File: config.mk
export PLATFORM = sky130hd
export DESIGN_NAME = sync_fifo_param
export DESIGN_NICKNAME = d
export VERILOG_FILES = /design/src/rtl/sync_fifo_param.sv
export SDC_FILE = /design/constraint.sdc
export NUM_CORES = 1
export LEC_CHECK = 0
export BUFFER_PORTS_ARGS = -buffer_cell sky130_fd_sc_hd__buf_2
export CAP_MARGIN = 20
export CORE_ASPECT_RATIO = 0.9
export CORE_MARGIN = 5
export CORE_UTILIZATION = 35
export CTS_CLUSTER_SIZE = 25
export DETAILED_ROUTE_END_ITERATION = 7
export PLACE_DENSITY = 0.48
export SYNTH_ARGS = -nofsm -noshare
export SYNTH_HDL_FRONTEND = slang
export SYNTH_SLANG_ARGS = --single-unit
File: constraint.sdc
create_clock -name clk -period 3 [get_ports clk]
set_clock_uncertainty 0.1 [all_clocks]
set_input_delay 0.15 -clock clk [delete_from_list [all_inputs] [get_ports clk]]
set_output_delay 0.15 -clock clk [all_outputs]
set_load 0.01 [all_outputs]
File: src/rtl/sync_fifo_param.sv
// Single-clock parametrised FIFO with count, almost-full/empty flags and overflow/underflow reporting; SYNC_FIFO_STICKY_ERR_EN makes errors sticky.
// Read data is registered (1-cycle latency); writes at full are rejected unless paired with an accepted read.
module sync_fifo_param #(
   parameter int FIFO_WIDTH    = 8,
   parameter int FIFO_DEPTH    = 16,
   parameter int AFULL_THRESH  = FIFO_DEPTH - 4,
   parameter int AEMPTY_THRESH = 4
) (
   input  logic                        clk,
   input  logic                        rst_n,
   input  logic                        wr,
   input  logic                        rd,
   input  logic [FIFO_WIDTH-1:0]       data_in,
   output logic [FIFO_WIDTH-1:0]       data_out,
   output logic                        fifo_full,
   output logic                        fifo_empty,
   output logic                        fifo_afull,
   output logic                        fifo_aempty,
   output logic [$clog2(FIFO_DEPTH):0] fifo_count,
   output logic                        overflow,
   output logic                        underflow
);

   localparam int PTR_W = $clog2(FIFO_DEPTH);
   localparam int CNT_W = PTR_W + 1;

   logic [FIFO_WIDTH-1:0] r_mem [FIFO_DEPTH];
   logic [PTR_W-1:0]      r_wr_ptr;
   logic [PTR_W-1:0]      r_rd_ptr;
   logic [CNT_W-1:0]      r_count;
   logic [FIFO_WIDTH-1:0] r_data_out;
   logic                  r_overflow;
   logic                  r_underflow;

   logic w_full;
   logic w_empty;
   logic w_rd_acc;
   logic w_wr_acc;
   logic w_ovf_evt;
   logic w_unf_evt;

   assign w_full    = (r_count == CNT_W'(FIFO_DEPTH));
   assign w_empty   = (r_count == '0);
   // A write at full is only safe when a read frees a slot at the same edge.
   assign w_rd_acc  = rd & ~w_empty;
   assign w_wr_acc  = wr & (~w_full | w_rd_acc);
   assign w_ovf_evt = wr & ~w_wr_acc;
   assign w_unf_evt = rd & ~w_rd_acc;

   always_ff @(posedge clk) begin
      if (w_wr_acc) begin
         r_mem[r_wr_ptr] <= data_in;
      end
   end

   always_ff @(posedge clk or negedge rst_n) begin
      if (!rst_n) begin
         r_wr_ptr    <= '0;
         r_rd_ptr    <= '0;
         r_count     <= '0;
         r_data_out  <= '0;
         r_overflow  <= 1'b0;
         r_underflow <= 1'b0;
      end else begin
         if (w_wr_acc) begin
            r_wr_ptr <= r_wr_ptr + PTR_W'(1);
         end
         if (w_rd_acc) begin
            r_rd_ptr   <= r_rd_ptr + PTR_W'(1);
            r_data_out <= r_mem[r_rd_ptr];
         end
         case ({w_wr_acc, w_rd_acc})
            2'b10:   r_count <= r_count + CNT_W'(1);
            2'b01:   r_count <= r_count - CNT_W'(1);
            default: r_count <= r_count;
         endcase
`ifdef SYNC_FIFO_STICKY_ERR_EN
         r_overflow  <= r_overflow  | w_ovf_evt;
         r_underflow <= r_underflow | w_unf_evt;
`else
         r_overflow  <= w_ovf_evt;
         r_underflow <= w_unf_evt;
`endif
      end
   end

   assign data_out    = r_data_out;
   assign fifo_full   = w_full;
   assign fifo_empty  = w_empty;
   assign fifo_afull  = (r_count >= CNT_W'(AFULL_THRESH));
   assign fifo_aempty = (r_count <= CNT_W'(AEMPTY_THRESH));
   assign fifo_count  = r_count;
   assign overflow    = r_overflow;
   assign underflow   = r_underflow;

endmodule

Yosys cells after proc, flatten, opt, wreduce, memory -nomap -nowiden
Memory sizes are Yosys's and may differ from the RTL's. A register that Yosys moved wholly into a read port is not among the register bits.
Cells that the tools add are included.
- eq/ne operators: 3
- bitwise operators: 9
- multiplexer cells: 3
- $add $sub $neg: 4
- $lt $le $gt $ge: 2
- reductions and logical operators: 3
- operator list (kind ; number):
    $pmux W5 S2 ; 1
    $add A4 B1 Y4 const B ; 2
    $add A5 B1 Y5 const B ; 1
    $eq A5 B5 Y1 const B ; 1
    $ge A5 B4 Y1 const B ; 1
    $le A5 B3 Y1 const B ; 1
    $logic_not A5 Y1 ; 1
    $sub A5 B1 Y5 const B ; 1
    $and A1 B1 Y1 ; 4
    $not A1 Y1 ; 4
    $eq A2 B1 Y1 const B ; 1
    $eq A2 B2 Y1 const B ; 1
    $mux W1 ; 2
    $reduce_bool A2 Y1 ; 1
    $logic_not A1 Y1 ; 1
    $or A1 B1 Y1 ; 1
- bits in writable memories: 128
- bits of input ports: 12
- memories: 1
- output and inout bits: 19
- register bits: 15
- word-level logic and storage cells: 30
- memories (name ; words ; bits a word ; rd ports ; clocked after memory_dff ; wr ports ; line ; RTL):
    r_mem ; 16 ; 8 ; 1 ; 1 ; 1 ; 27 ; logic [FIFO_WIDTH-1:0] r_mem [FIFO_DEPTH];

Depth between registers and ports, before layout
- depth in word-level cells: 7
- depth in mapped cells: 10

Worst setup path before layout
Ideal clock, no wire load.
- kind: register to register
- start: reg r_count[1], in the netlist fifo_count[1]
- end: reg r_count[4], in the netlist fifo_count[4]
- arrival: 3096 ps
- buffers on the path: 2
- period minus slack after synthesis: 3327 ps
- setup slack: -327 ps
- setup time: 132 ps
- cell stages (with the launch flop): 11
- required time: 2768 ps
- cells stage by stage: dfrtp_1 -> or4_1 -> buf_2 -> o21ai_0 -> buf_2 -> nor2_1 -> fa_1 -> a21o_1 -> a21oi_1 -> mux2_2 -> or3b_1
- word-level cells in the longest chain between the ends: 7
- elaborated cells between the ends (all ways): 13
- ends and longest elaborated chain (what ; line ; RTL):
    start, declared ; 30 ; logic [CNT_W-1:0] r_count;
    start signal, assigned ; 73 ; 2'b10: r_count <= r_count + CNT_W'(1);
    start signal, assigned ; 74 ; 2'b01: r_count <= r_count - CNT_W'(1);
    start signal, assigned ; 75 ; default: r_count <= r_count;
    $logic_not A5 Y1 ; 43 ; assign w_empty = (r_count == '0);
    $not A1 Y1 ; 45 ; assign w_rd_acc = rd & ~w_empty;
    $and A1 B1 Y1 ; 45 ;
    $or A1 B1 Y1 ; 46 ; assign w_wr_acc = wr & (~w_full | w_rd_acc);
    $and A1 B1 Y1 ; 46 ;
    $eq A2 B1 Y1 or $eq A2 B2 Y1 (tied branches) ; 72 ; case ({w_wr_acc, w_rd_acc})
    $pmux W5 S2 or $reduce_bool A2 Y1 (tied branches) ; - ;
Several ways; a longest one is shown, not always the timed one.
A chain may end at the register's enable or synchronous reset.

Worst setup path in the final report
Ends and elaborated chain as after synthesis.

==> flow_summary.ini <==
[status]
status = finished clean

[drt]
route.met3.wl_um = 644
route.met2.wl_um = 5600
top_layer = met4
wire_per_inst_um = 19.3
postRouteWirelength_um = 12100
drc_errors = 0
vias = 3009
wl_met1_um = 5750
vias_per_cell = 4.81
drtAntennaViolNets = 0
first_pass_iters = 4
drt-initial-drc-count = 195

[finish]
finalNetCount = 399
drive_above_1_share_pct = 32.0
area_delta_synth_final_pct = 20.6
fin_util_pct = 43.2
antennaDiodeCount = 0

[power]
irDropWorstVdd_v = 0.000409
leakage_uw = 0.00258
finalPower_uw = 7090
powerDensity_nw_per_um2 = 969

[floorplanning]
initial_core_util_pct = 35.8
die_area_um2 = 20100
row_count = 45
fp.dieH_um = 135
ios = 31
core_area_um2 = 16900
fp.dieW_um = 149

[clock_network]
hold_buffers = 3
cts_buffers = 17
clk_latency_ps = 410
clock_path_buffers = 2
cts_tree = built
cts_root_buf = clkbuf_16
clkSlewWorstSetupHoldPaths_ps = 60
cts_htree_levels = 4
postCtsSetupRepairBufs = 0
cts_resized = 0
cts_sinks = 151

[yosys]
avgSynthCellArea_um2 = 19.1
ys.flop_type = edfxtp_1
yosys_warnings = 0
yosysSeqAreaShare_pct = 72.8
synth_top_area_share_pct = 63.3
synth_common_cells = 128 x edfxtp_1, 32 x mux4_2, 23 x dfrtp_1
synth_area_leaders = edfxtp_1 63%, mux4_2 12%, dfrtp_1 9.5%
ys_async_sr_fraction_pct = 15.2
yosysMostFrequentCell = edfxtp_1
syn-num-nets = 339
synth_top_cell_by_area = edfxtp_1
synth.cell_area_um2 = 6070
ys_types = 36
synth_seq_cells = 151
synth_edf_count = 128
synthCells = 318

[critical_path]
crit_path_end_kind = flop
crit_required_ps = 3190
start_kind = flop
critPathKind = reg2reg
arrival_ps = 3040
path_max_fanout = 4

[timing]
max_slew.worst_pin.slew_ps = 983
maxSlewHeadroom_pct = 34.2
max_freq_mhz = 350
rsz0062_at_grt = no
timing.hold.ws_ps = 22.2
finalHoldViolCount = 0
setup_slack_ps = 146
finalCritPeriodShare_pct = 95.1
drv_slew = 0
setup-tns-final_ps = 0
period_needed_ps = 2850
setup_viol = 0

[place]
dp_slack_ps = 144
gp_congestion = 0.715
hpwl_um = 8160
numPortBuffers = 30

[global_routing]
antenna_found_initial = 0
overflow = 0
grt_pass1_wl_um = 19200
grt_max_degree = 27
grt_use_total_pct = 13.0
grt_pass1_vias = 3223

[min_path]
hp-class = in2reg

[run]
cap_viol_max_count = 0
[final timing paths]
path,from,endpoint,slack (ps),cells after the start
max in group asynchronous,rst_n,fifo_count[0]$_DFFE_PN0P_,2200,2
setup reg to reg,fifo_count[1]$_DFFE_PN0P_,fifo_count[4]$_DFFE_PN0P_,150,8
hold / removal,data_in[6],r_mem[0][6]$_DFFE_PP_,20,1
min in group asynchronous,rst_n,fifo_count[2]$_DFFE_PN0P_,180,2
setup / recovery,fifo_count[1]$_DFFE_PN0P_,fifo_count[4]$_DFFE_PN0P_,150,8
hold reg to reg,data_out[5]$_DFFE_PN0P_,data_out[5]$_DFFE_PN0P_,400,2
[placed cells by master, fill, tap and decap left out, drive strengths merged, types with 7 or more instances in the layout]
cell,instances
edfxtp,128
buf,54
mux4,32
dfrtp,23
nand2,20
clkbuf,19
mux2i,17
nor2,16
nor3,8
xnor2,8
ha,8
o221ai,7
[power breakdown]
group | switching [uW] | total [uW] | internal, uW
registers | 187 | 2800 | 2610
logic | 1040 | 2010 | 971
clock network | 808 | 2280 | 1470
[through the flow]
step,cells,area [um^2]
6_report,626,7320
5_1_grt,626,7320
4_1_cts,626,7320
3_5_place_dp,591,6650
3_3_place_gp,591,6650
2_1_floorplan,318,6090
[registers in the layout, summed over array words and instances, names as in the netlist]
| register | cells |
|---|---|
| overflow | 1 |
| r_wr_ptr | 4 |
| r_mem | 128 |
| underflow | 1 |
| r_rd_ptr | 4 |
| data_out | 8 |
| fifo_count | 5 |
[routing by layer]
metal / vias up / GRT usage, %
met5: - / 0
met4: 0 / 3.36
met3: 8 / 3.76
met2: 59 / 19.8
met1: 1555 / 18.6
li1: 1387 / -
[worst max-delay path, cell delays in order, from the launching register on]
cell and delay (ps):
dfrtp_2 390, or4_1 560, o21ai_2 180, nor2_2 90
fa_2 350, a21o_1 180, a21oi_2 170, mux2_2 340
or3b_1 360
[logic make-up after synthesis]
family	after synthesis	synth area share [%]
AOI/OAI and AO/OA	21	2.78
xor gates and xnor gates	9	1.30
adders and majority gates	9	1.98
buffers and inverters	21	1.46
DFF	151	72.8
muxes	53	15.7
and+or+nand+nor	54	3.98
[layout make-up]
type | instances | area, um^2
Timing Repair Buffer | 57 | 373
Clock buffer | 19 | 433
Clock inverter | 13 | 204
Multi-Input combinational cell | 146 | 1570
Fill cell | 1514 | 9630
Inverter | 5 | 18.8
Tap cell | 235 | 294
Sequential cell | 151 | 4420
(Power assumes the default switching activity.)
